--- config.mk ---
export PLATFORM = sky130hd
export DESIGN_NAME = gate_test_sequencer
export DESIGN_NICKNAME = d
export VERILOG_FILES = /design/src/rtl/gate_test_sequencer.sv
export SDC_FILE = /design/constraint.sdc
export NUM_CORES = 1
export LEC_CHECK = 0
export CORE_MARGIN = 8
export CORE_UTILIZATION = 43
export DETAILED_ROUTE_END_ITERATION = 7
export PLACE_DENSITY = 0.68
export SYNTH_ARGS = -nofsm -noshare
export SYNTH_HDL_FRONTEND = slang
export SYNTH_SLANG_ARGS = --single-unit
--- constraint.sdc ---
create_clock -name clk -period 2.32 [get_ports clk]
set_clock_uncertainty 0.2 [all_clocks]
set_input_delay 0.464 -clock clk [delete_from_list [all_inputs] [get_ports clk]]
set_output_delay 0.464 -clock clk [all_outputs]
set_load 0.01 [all_outputs]
--- src/rtl/gate_test_sequencer.sv ---
// gate_test_sequencer: clocked sweep of every input vector of a gate under test,
// comparing each settled output against an expected truth table.  Rev 1.0
`default_nettype none

module gate_test_sequencer #(
    parameter int                  N_IN   = 2,
    parameter int                  SETTLE = 3,
    parameter logic [2**N_IN-1:0]  EXP_TT = 4'b0001
) (
    input  logic                 clk,
    input  logic                 rst,
    input  logic                 start,
    output logic [N_IN-1:0]      dut_in,
    input  logic                 dut_out,
    output logic                 busy,
    output logic                 done,
    output logic                 pass,
    output logic [N_IN:0]        err_count,
    output logic [2**N_IN-1:0]   fail_vec
);

    localparam int              NVEC     = 2**N_IN;
    localparam int              CW       = (SETTLE > 1) ? $clog2(SETTLE) : 1;
    localparam logic [N_IN-1:0] LAST_IDX = N_IN'(NVEC - 1);

    typedef enum logic [2:0] {
        S_IDLE   = 3'd0,
        S_APPLY  = 3'd1,
        S_SETTLE = 3'd2,
        S_SAMPLE = 3'd3,
        S_DONE   = 3'd4
    } state_t;

    state_t            state_q, state_d;
    logic [N_IN-1:0]   idx_q, idx_d;
    logic [N_IN-1:0]   dut_in_q, dut_in_d;
    logic [CW-1:0]     cnt_q, cnt_d;
    logic [N_IN:0]     err_q, err_d;
    logic [NVEC-1:0]   fail_q, fail_d;
    logic              pass_q, pass_d;
    logic              mismatch;

    always_ff @(posedge clk or posedge rst) begin
        if (rst) begin
            state_q  <= S_IDLE;
            idx_q    <= '0;
            dut_in_q <= '0;
            cnt_q    <= '0;
            err_q    <= '0;
            fail_q   <= '0;
            pass_q   <= 1'b0;
        end else begin
            state_q  <= state_d;
            idx_q    <= idx_d;
            dut_in_q <= dut_in_d;
            cnt_q    <= cnt_d;
            err_q    <= err_d;
            fail_q   <= fail_d;
            pass_q   <= pass_d;
        end
    end

    // Case inequality so that a floating or unknown gate output never passes.
    assign mismatch = (dut_out !== EXP_TT[idx_q]);

    always_comb begin
        state_d  = state_q;
        idx_d    = idx_q;
        dut_in_d = dut_in_q;
        cnt_d    = cnt_q;
        err_d    = err_q;
        fail_d   = fail_q;
        pass_d   = pass_q;
        case (state_q)
            S_IDLE: begin
                if (start) begin
                    state_d = S_APPLY;
                    idx_d   = '0;
                    err_d   = '0;
                    fail_d  = '0;
                    pass_d  = 1'b0;
                end
            end
            S_APPLY: begin
                dut_in_d = idx_q;
                cnt_d    = CW'(SETTLE - 1);
                state_d  = S_SETTLE;
            end
            S_SETTLE: begin
                if (cnt_q == '0) begin
                    state_d = S_SAMPLE;
                end else begin
                    cnt_d = cnt_q - CW'(1);
                end
            end
            S_SAMPLE: begin
                if (mismatch) begin
                    err_d         = err_q + (N_IN+1)'(1);
                    fail_d[idx_q] = 1'b1;
                end
                // Verdict is taken from the count including this last sample,
                // so pass is already valid alongside the done pulse.
                if (idx_q == LAST_IDX) begin
                    state_d = S_DONE;
                    pass_d  = (err_d == '0);
                end else begin
                    idx_d   = idx_q + N_IN'(1);
                    state_d = S_APPLY;
                end
            end
            S_DONE: begin
                state_d = S_IDLE;
            end
            default: begin
                state_d = S_IDLE;
            end
        endcase
    end

    assign dut_in    = dut_in_q;
    assign busy      = (state_q != S_IDLE);
    assign done      = (state_q == S_DONE);
    assign pass      = pass_q;
    assign err_count = err_q;
    assign fail_vec  = fail_q;

endmodule

`default_nettype wire

# Yosys cells after proc, flatten, opt, wreduce, memory -nomap -nowiden
# Index checks and enable logic that the tools add are counted.
[totals] register_bits=17 latchBits=0 mem_bits_rw=0 rom_bits=0 in_bits=4 output_inout_bits=12 word_cells=61 memories=0
[classes] addsub=3 mul=0 div=0 magnitude_cmp=2 eq_ne=12 shift=0 muxes=23 bitwise_logic=1 reduce_logical=13
[op_table] op="2-to-1 mux 3 bit" n=6
[op_table] op="inequality test 2 bit (second input constant)" n=6
[op_table] op="one-hot mux 3 bit (4 select lines)" n=1
[op_table] op="AND reduction 3 bit" n=3
[op_table] op="2-to-1 mux 4 bit" n=2
[op_table] op="one-hot mux 2 bit (2 select lines)" n=2
[op_table] op="one-hot mux 4 bit (2 select lines)" n=1
[op_table] op="== test 3 x 2 -> 1 bit (second input constant)" n=2
[op_table] op="logical NOT 3 bit" n=2
[op_table] op="2-to-1 mux 2 bit" n=3
[op_table] op="one-hot mux 3 bit (2 select lines)" n=1
[op_table] op="AND reduction 2 bit" n=3
[op_table] op="2-to-1 mux 1 bit" n=4
[op_table] op="bitwise OR 4 bit" n=1
[op_table] op="nonzero test 2 bit" n=2
[op_table] op="adder 3 x 1 -> 3 bit (second input constant)" n=1
[op_table] op="== test 3 x 1 -> 1 bit (second input constant)" n=1
[op_table] op="== test 3 bit (second input constant)" n=1
[op_table] op="less-than comparator 2 x 3 -> 1 bit (second input constant)" n=1
[op_table] op="nonzero test 3 bit" n=1
[op_table] op="adder 2 x 1 -> 2 bit (second input constant)" n=1
[op_table] op="binary-select mux 1 bit (select 2 bit)" n=1
[op_table] op="demux 1 bit (select 2 bit)" n=1
[op_table] op="== test 2 bit (second input constant)" n=1
[op_table] op="6 further kinds" n=6

# Longest topological paths before layout
# Gate-level depths: netlist (run 1).
[depth] depth_word=8 ltp_mapped=6 mapped_depth_nobuf=6

# Least setup slack after synthesis (run 1)
# OpenSTA, ideal clock, no wires.
[synth_path] path_kind="in2reg" from="input port start" to="register idx_q[0]" arrival_ns=1.554 required_time_ns=1.995 slack_ns=0.441 cell_stages=4 path_cell_list="or4b_4 > and2_4 > or2_1 > mux2_4"
[synth_via] elab_chain_cells=2
[synth_rtl] item="start: declaration" line_no="12" rtl="input logic start,"
[synth_rtl] item="inequality test 2 bit (no line)"
[synth_rtl] item="AND reduction 3 bit (no line)"
[synth_rtl] item="end signal: assignment" line_no="54" rtl="idx_q <= idx_d;"
[synth_rtl] item="end: declaration" line_no="35" rtl="logic [N_IN-1:0] idx_q, idx_d;"
# Every way passes these cells.
# A chain may end at the register's enable or synchronous reset.

# Final worst setup path (run 1)
[layout_path] from="register state_q[0]" to="output port busy"
[layout_via] elab_chain_cells=1
[layout_rtl] item="start: declaration" line_no="34" rtl="state_t state_q, state_d;"
[layout_rtl] item="start signal: assignment" line_no="53" rtl="state_q <= state_d;"
[layout_rtl] item="nonzero test 3 bit" line_no="121" rtl="assign busy = (state_q != S_IDLE);"
[layout_rtl] item="end: declaration" line_no="15" rtl="output logic busy,"
# Every way passes these cells.

==> flow_summary.yaml, run 1 <==
status:
  status: "finished, final reports clean"
timing:
  hold_viol: 0
  relSlewSlack_pct: 56.9
  fin_crit_ns: 2.26
  rsz0062_at_grt: "no"
  hold_ws_ns: 0.287
  worst_pin_slew_ns: 0.646
  fin_crit_sh_pct: 97.6
  timing.final.ws_setup_ns: 0.0565
  max_freq_mhz: 442
  fin_tns_setup_ns: 0
  maxSlewViolCount: 0
  finalSetupViolCount: 0
setup_path:
  crit_fanout: 13
  critPathKind: "reg2out"
  reg2reg_from: "state_q[0]"
  path_buf_inv: 1
  cp.arrival_ns: 1.60
  slowest_stage: "dfrtp_2"
  path_delay_family: "flip-flops"
  crit_required_ns: 1.66
  crit_start: "state_q[0]"
  crit_chain: "or3_1, clkdlybuf4s50_1"
  slowest_delay_ns: 0.50
  start_kind: "flip-flop"
  worstSetupEndpointType: "output port"
placed_design:
  dp_slack_ns: -0.0649
  placedCellCount: 133
  dp.final_hpwl_um: 1420
  placement.io_buffers: 15
  routabilityCongestion: 0.755
logic_synthesis:
  synth.area.mux_share_pct: 1.71
  synth_nets: 98
  synth-seq-area-share_pct: 48.4
  synthAdderAreaFrac_pct: 8.55
  synth-main-ff-cell: "dfrtp_1"
  synth_top_family_by_area: "compound AO/OA/AOI/OAI gates"
  synth-simple-area-share_pct: 16.2
  syn_area_um2: 878
  post_synth_xor_area_fraction_pct: 2.99
  ys_warn_count: 0
  synth_edf_count: 0
  synth_compound_area_share_pct: 17.4
  ys_ff_latch: 17
  avgSynthCellArea_um2: 9.98
  async_flop_share_pct: 100
  synthCells: 88
  synth_cell_types: 29
clocking:
  clk-insertion-delay-late_ns: 0.29
  htreeDepth: 1
  cts_hold_buf: 0
  cts_tree: "done"
  cts-buffers-inserted: 3
  cts_setup_buffers: 0
  cts_max_path_buffers: 2
  cts_resized: 1
  clk_pin_slew_worst_paths_ns: 0.10
  clock-root-buffer: "clkbuf_4"
  numClockSinks: 17
worst_hold_path:
  hold_start: "dut_in[1]"
  holdCritPathClass: "reg2reg"
final_layout:
  fin_cells: 137
  drive_above_1_share_pct: 12.7
  final_common_cell: "dfrtp_1"
  final_cell_mix: "16 x dfrtp_1, 15 x clkdlybuf4s50_1, 8 x inv_1, 8 x nor2_1, 7 x nand2_1"
  n_antenna_cell: 0
  nNetsFinal: 121
  area_delta_synth_final_pct: 27.9
power_and_ir_drop:
  p_leak_uw: 0.000520
  p_sw_share_pct: 38.8
  pwr-share-clk_pct: 11.1
  internal_power_uw: 891
  power_density_nw_per_um2: 1300
  p_seq_share_pct: 36.3
  vdd_drop_max_mv: 0.687
  combPwrFrac_pct: 52.6
  switchingPower_uw: 566
global_route:
  grt_pass1_vias: 733
  grt_antenna_before_repair: 0
  grt_pass1_wl_um: 3110
  gr-total-overflow: 0
  grt_max_degree: 18
  grt.total_usage_pct: 11.2
floorplanning:
  core_region_area_um2: 1940
  num_io_pins: 16
  initial_core_util_pct: 45.2
  rows: 16
  die-area_um2: 3740
  die_x_um: 61.2
  die_y_um: 61.2
drt:
  drc: 0
  drt_iter0_drc: 23
  wl_per_cell_um: 13.5
  dr.pass1.iters: 4
  vias: 742
  routed_via_density: 5.42
  totalWireLength_um: 1850
  ant_nets: 0
run:
  max_cap_viol_count: 0
## Yosys cell counts, types with 2 or more instances
library cell | n | share of area (%)
a31oi_1 | 4 | 2.8
ha_1 | 6 | 8.5
a21oi_1 | 4 | 2.3
o21ai_0 | 5 | 2.8
inv_1 | 8 | 3.4
a22o_1 | 5 | 5.0
xnor2_1 | 2 | 2.0
dfrtp_1 | 17 | 48
nor3b_1 | 2 | 1.7
nand2_1 | 7 | 3.0
nor2_1 | 8 | 3.4
buf_1 | 2 | 0.86
nor3_1 | 2 | 1.1
## stage by stage
stage	total power, uW	utilization [%]	instance area (um^2)
global placement	1280	56.4	1100
detailed placement	1310	56.4	1100
CTS	1480	57.9	1120
finish	1460	57.9	1120
floorplan	993	-	878
global route	1580	57.9	1120
## routing by layer
metal  routed length, um  track usage (%)
met1                 773             11.3
met3                 144             2.71
met4                  42             6.98
met2                 889             20.3
met5                   0                0
## power groups by stage
stage                     sequential [uW]  combinational [uW]  clock, uW
after global routing                  553                 854        176
after global placement                528                 752          0
final                                 529                 766        162
after CTS                             530                 779        167
after floorplan                       522                 471          0
after detailed placement              534                 773          0
## layout make-up
cell class                 instances  area [um^2]
fill                             187          818
sequential                        17          427
multi-input combinational         60          412
timing repair buffer              21          195
tap                               27         33.8
inverter                           8         30.0
clock buffer                       4         26.3
## tightest hold or removal path: cells and delay by family, from the launching register on
kind,cells,cell delay (ns)
DFF,1,0.36
and+or+nand+nor,1,0.04
AOI/OAI and AO/OA,1,0.06
## cells by family after synthesis
group | Yosys count
AOI/OAI and AO/OA | 23
muxes | 1
DFF | 17
and+or+nand+nor | 27
xor gates and xnor gates | 3
buffers and inverters | 11
adders and majority gates | 6
## path summary, 6_finish.rpt
| check | to | slack, ns | cells after the start |
|---|---|---|---|
| setup / recovery | busy | 0.06 | 2 |
| max in group asynchronous | state_q[0] | 1.12 | 2 |
| setup reg to reg | idx_q[0] | 0.34 | 4 |
| min in group asynchronous | fail_vec[3] | 0.35 | 2 |
| hold reg to reg | dut_in[1] | 0.29 | 2 |
| hold / removal | dut_in[1] | 0.29 | 2 |
## flip-flops by register name, indices dropped and copies added, names as in the netlist
signal,cells
pass,1
idx_q,2
dut_in,2
state_q,3
err_count,3
cnt_q,2
fail_vec,4
Power figures use the tool's default switching activity.
==> run 2, diff against run 1 <==
--- a/config.mk
+++ b/config.mk
@@ -6,9 +6,9 @@
 export NUM_CORES = 1
 export LEC_CHECK = 0
 export CORE_MARGIN = 8
-export CORE_UTILIZATION = 43
+export CORE_UTILIZATION = 49
 export DETAILED_ROUTE_END_ITERATION = 7
-export PLACE_DENSITY = 0.68
+export PLACE_DENSITY = 0.75
 export SYNTH_ARGS = -nofsm -noshare
 export SYNTH_HDL_FRONTEND = slang
 export SYNTH_SLANG_ARGS = --single-unit
==> flow_summary.yaml, run 2 (same netlist as run 1, synthesis figures left out) <==
setup_path:
  crit_fanout: 5
  crit_start: "state_q[2]"
  worstReg2RegEnd: "idx_q[0]"
  path_depth: 2
  reg2reg_setup_slack_ns: 0.23
  critPathKind: "reg2out"
  reg2reg_depth: 5
  start_kind: "flip-flop"
  cp.arrival_ns: 1.61
  worstSetupEndpointType: "output port"
  slowest_stage: "clkdlybuf4s50_1"
  crit_chain: "or3_1, clkdlybuf4s50_1"
  crit_required_ns: 1.66
  path_delay_family: "buffers and inverters"
  slowest_delay_ns: 0.49
  critPathCapture: "busy"
  path_buf_inv: 1
  reg2reg_from: "state_q[2]"
timing:
  hold_ws_ns: 0.298
  fin_crit_ns: 2.28
  fin_tns_setup_ns: 0
  finalSetupViolCount: 0
  max_freq_mhz: 440
  worst_pin_slew_ns: 0.647
  maxSlewViolCount: 0
  fin_crit_sh_pct: 98.1
  hold_viol: 0
  relSlewSlack_pct: 56.8
global_route:
  grt.total_usage_pct: 12.1
  grt_pass1_wl_um: 3280
  grt_max_degree: 18
  gr-total-overflow: 0
  grt_antenna_before_repair: 0
  grt_pass1_vias: 744
clocking:
  cts_tree: "done"
  htreeDepth: 1
  clk-insertion-delay-late_ns: 0.29
  numClockSinks: 17
  cts_max_path_buffers: 2
  cts_hold_buf: 0
  clock-root-buffer: "clkbuf_4"
  cts-buffers-inserted: 3
  clk_pin_slew_worst_paths_ns: 0.11
floorplanning:
  initial_core_util_pct: 51.4
  rows: 15
  core_region_area_um2: 1710
  die-area_um2: 3400
  die_x_um: 58.3
  num_io_pins: 16
  die_y_um: 58.3
drt:
  totalWireLength_um: 2020
  ant_nets: 0
  dr.pass1.iters: 4
  wl_met1_um: 957
  route.met2.wl_um: 953
  dr.max_layer_used: "met4"
  dr_wl_met3_um: 94
  wl_per_cell_um: 14.1
  routed_via_density: 5.28
  drt_iter0_drc: 6
  vias: 755
  drc: 0
worst_hold_path:
  hold_start: "dut_in[1]"
  holdCritPathClass: "reg2reg"
status:
  status: "finished, final reports clean"
placed_design:
  dp.final_hpwl_um: 1380
  placement.io_buffers: 15
  routabilityCongestion: 0.757
power_and_ir_drop:
  vdd_drop_max_mv: 0.709
  power_uw: 1570
  power_density_nw_per_um2: 1320
  p_leak_uw: 0.000556
final_layout:
  fin_util_pct: 69.5
  nNetsFinal: 129
  final_cell_mix: "15 x clkdlybuf4s50_1, 14 x dfrtp_1, 14 x buf_4"
  area_delta_synth_final_pct: 35.2
  largest_reg_flops: 4
  final_common_cell: "clkdlybuf4s50_1"
  n_antenna_cell: 0
  drive_above_1_share_pct: 21.2
run:
  max_cap_viol_count: 0
run 2: cell types whose count changed in the layout (fill, tap and decap cells not counted):
| cell | previous run | this run |
|---|---|---|
| buf_4 | 6 | 14 |
| dfrtp_1 | 16 | 14 |
| dfrtp_2 | 1 | 3 |
| clkbuf_1 | 1 | 0 |
| clkinvlp_4 | 0 | 1 |
run 2: worst min-delay path by stage:
stage                endpoint  slack (ns)  depth (start not counted)
floorplan            cnt_q[0]        0.19                          1
global placement    dut_in[0]        0.26                          2
detailed placement  dut_in[1]        0.28                          2
CTS                 dut_in[1]        0.30                          2
global route         cnt_q[1]        0.34                          1
finish              dut_in[1]        0.30                          2
run 2: worst register-to-register path, stage by stage, from the launching register on:
cell	delay [ns]
dfrtp_2	0.45
buf_4	0.16
or4b_4	0.54
and2_4	0.17
or2_1	0.21
mux2_4	0.25
run 2: area by class of cell:
| class | instances | area [um^2] |
|---|---|---|
| Multi-Input combinational cell | 60 | 412 |
| Fill cell | 135 | 520 |
| Clock inverter | 1 | 7.51 |
| Sequential cell | 17 | 429 |
| Tap cell | 25 | 31.3 |
| Timing Repair Buffer | 29 | 255 |
| Inverter | 8 | 30.0 |
| Clock buffer | 3 | 22.5 |
run 2: through the flow:
| stage | cells | worst slack (ns) | area [um^2] |
|---|---|---|---|
| global route | 143 | -0.0122 | 1190 |
| global placement | 130 | -0.0262 | 1090 |
| finish | 143 | 0.0447 | 1190 |
| detailed placement | 130 | -0.0381 | 1090 |
| floorplan | 88 | 0.441 | 878 |
| CTS | 136 | 0.0257 | 1130 |
run 2: per-layer routing:
metal / GRT usage [%] / up-vias
met2: 19.4 / 15
met4: 4.20 / 0
li1: - / 367
met5: 0 / -
met3: 3.26 / 2
met1: 15.1 / 371
run 2: where the power goes:
group          internal, uW  switching, uW
registers               414            112
logic                   483            393
clock network          65.5            101
total                   963            606
run 2: what timing repair did:
action,4_1_cts,5_1_grt
setup endpoints to repair,1,1
pin swaps,0,0
setup buffers,2,7
gates resized for setup,3,0
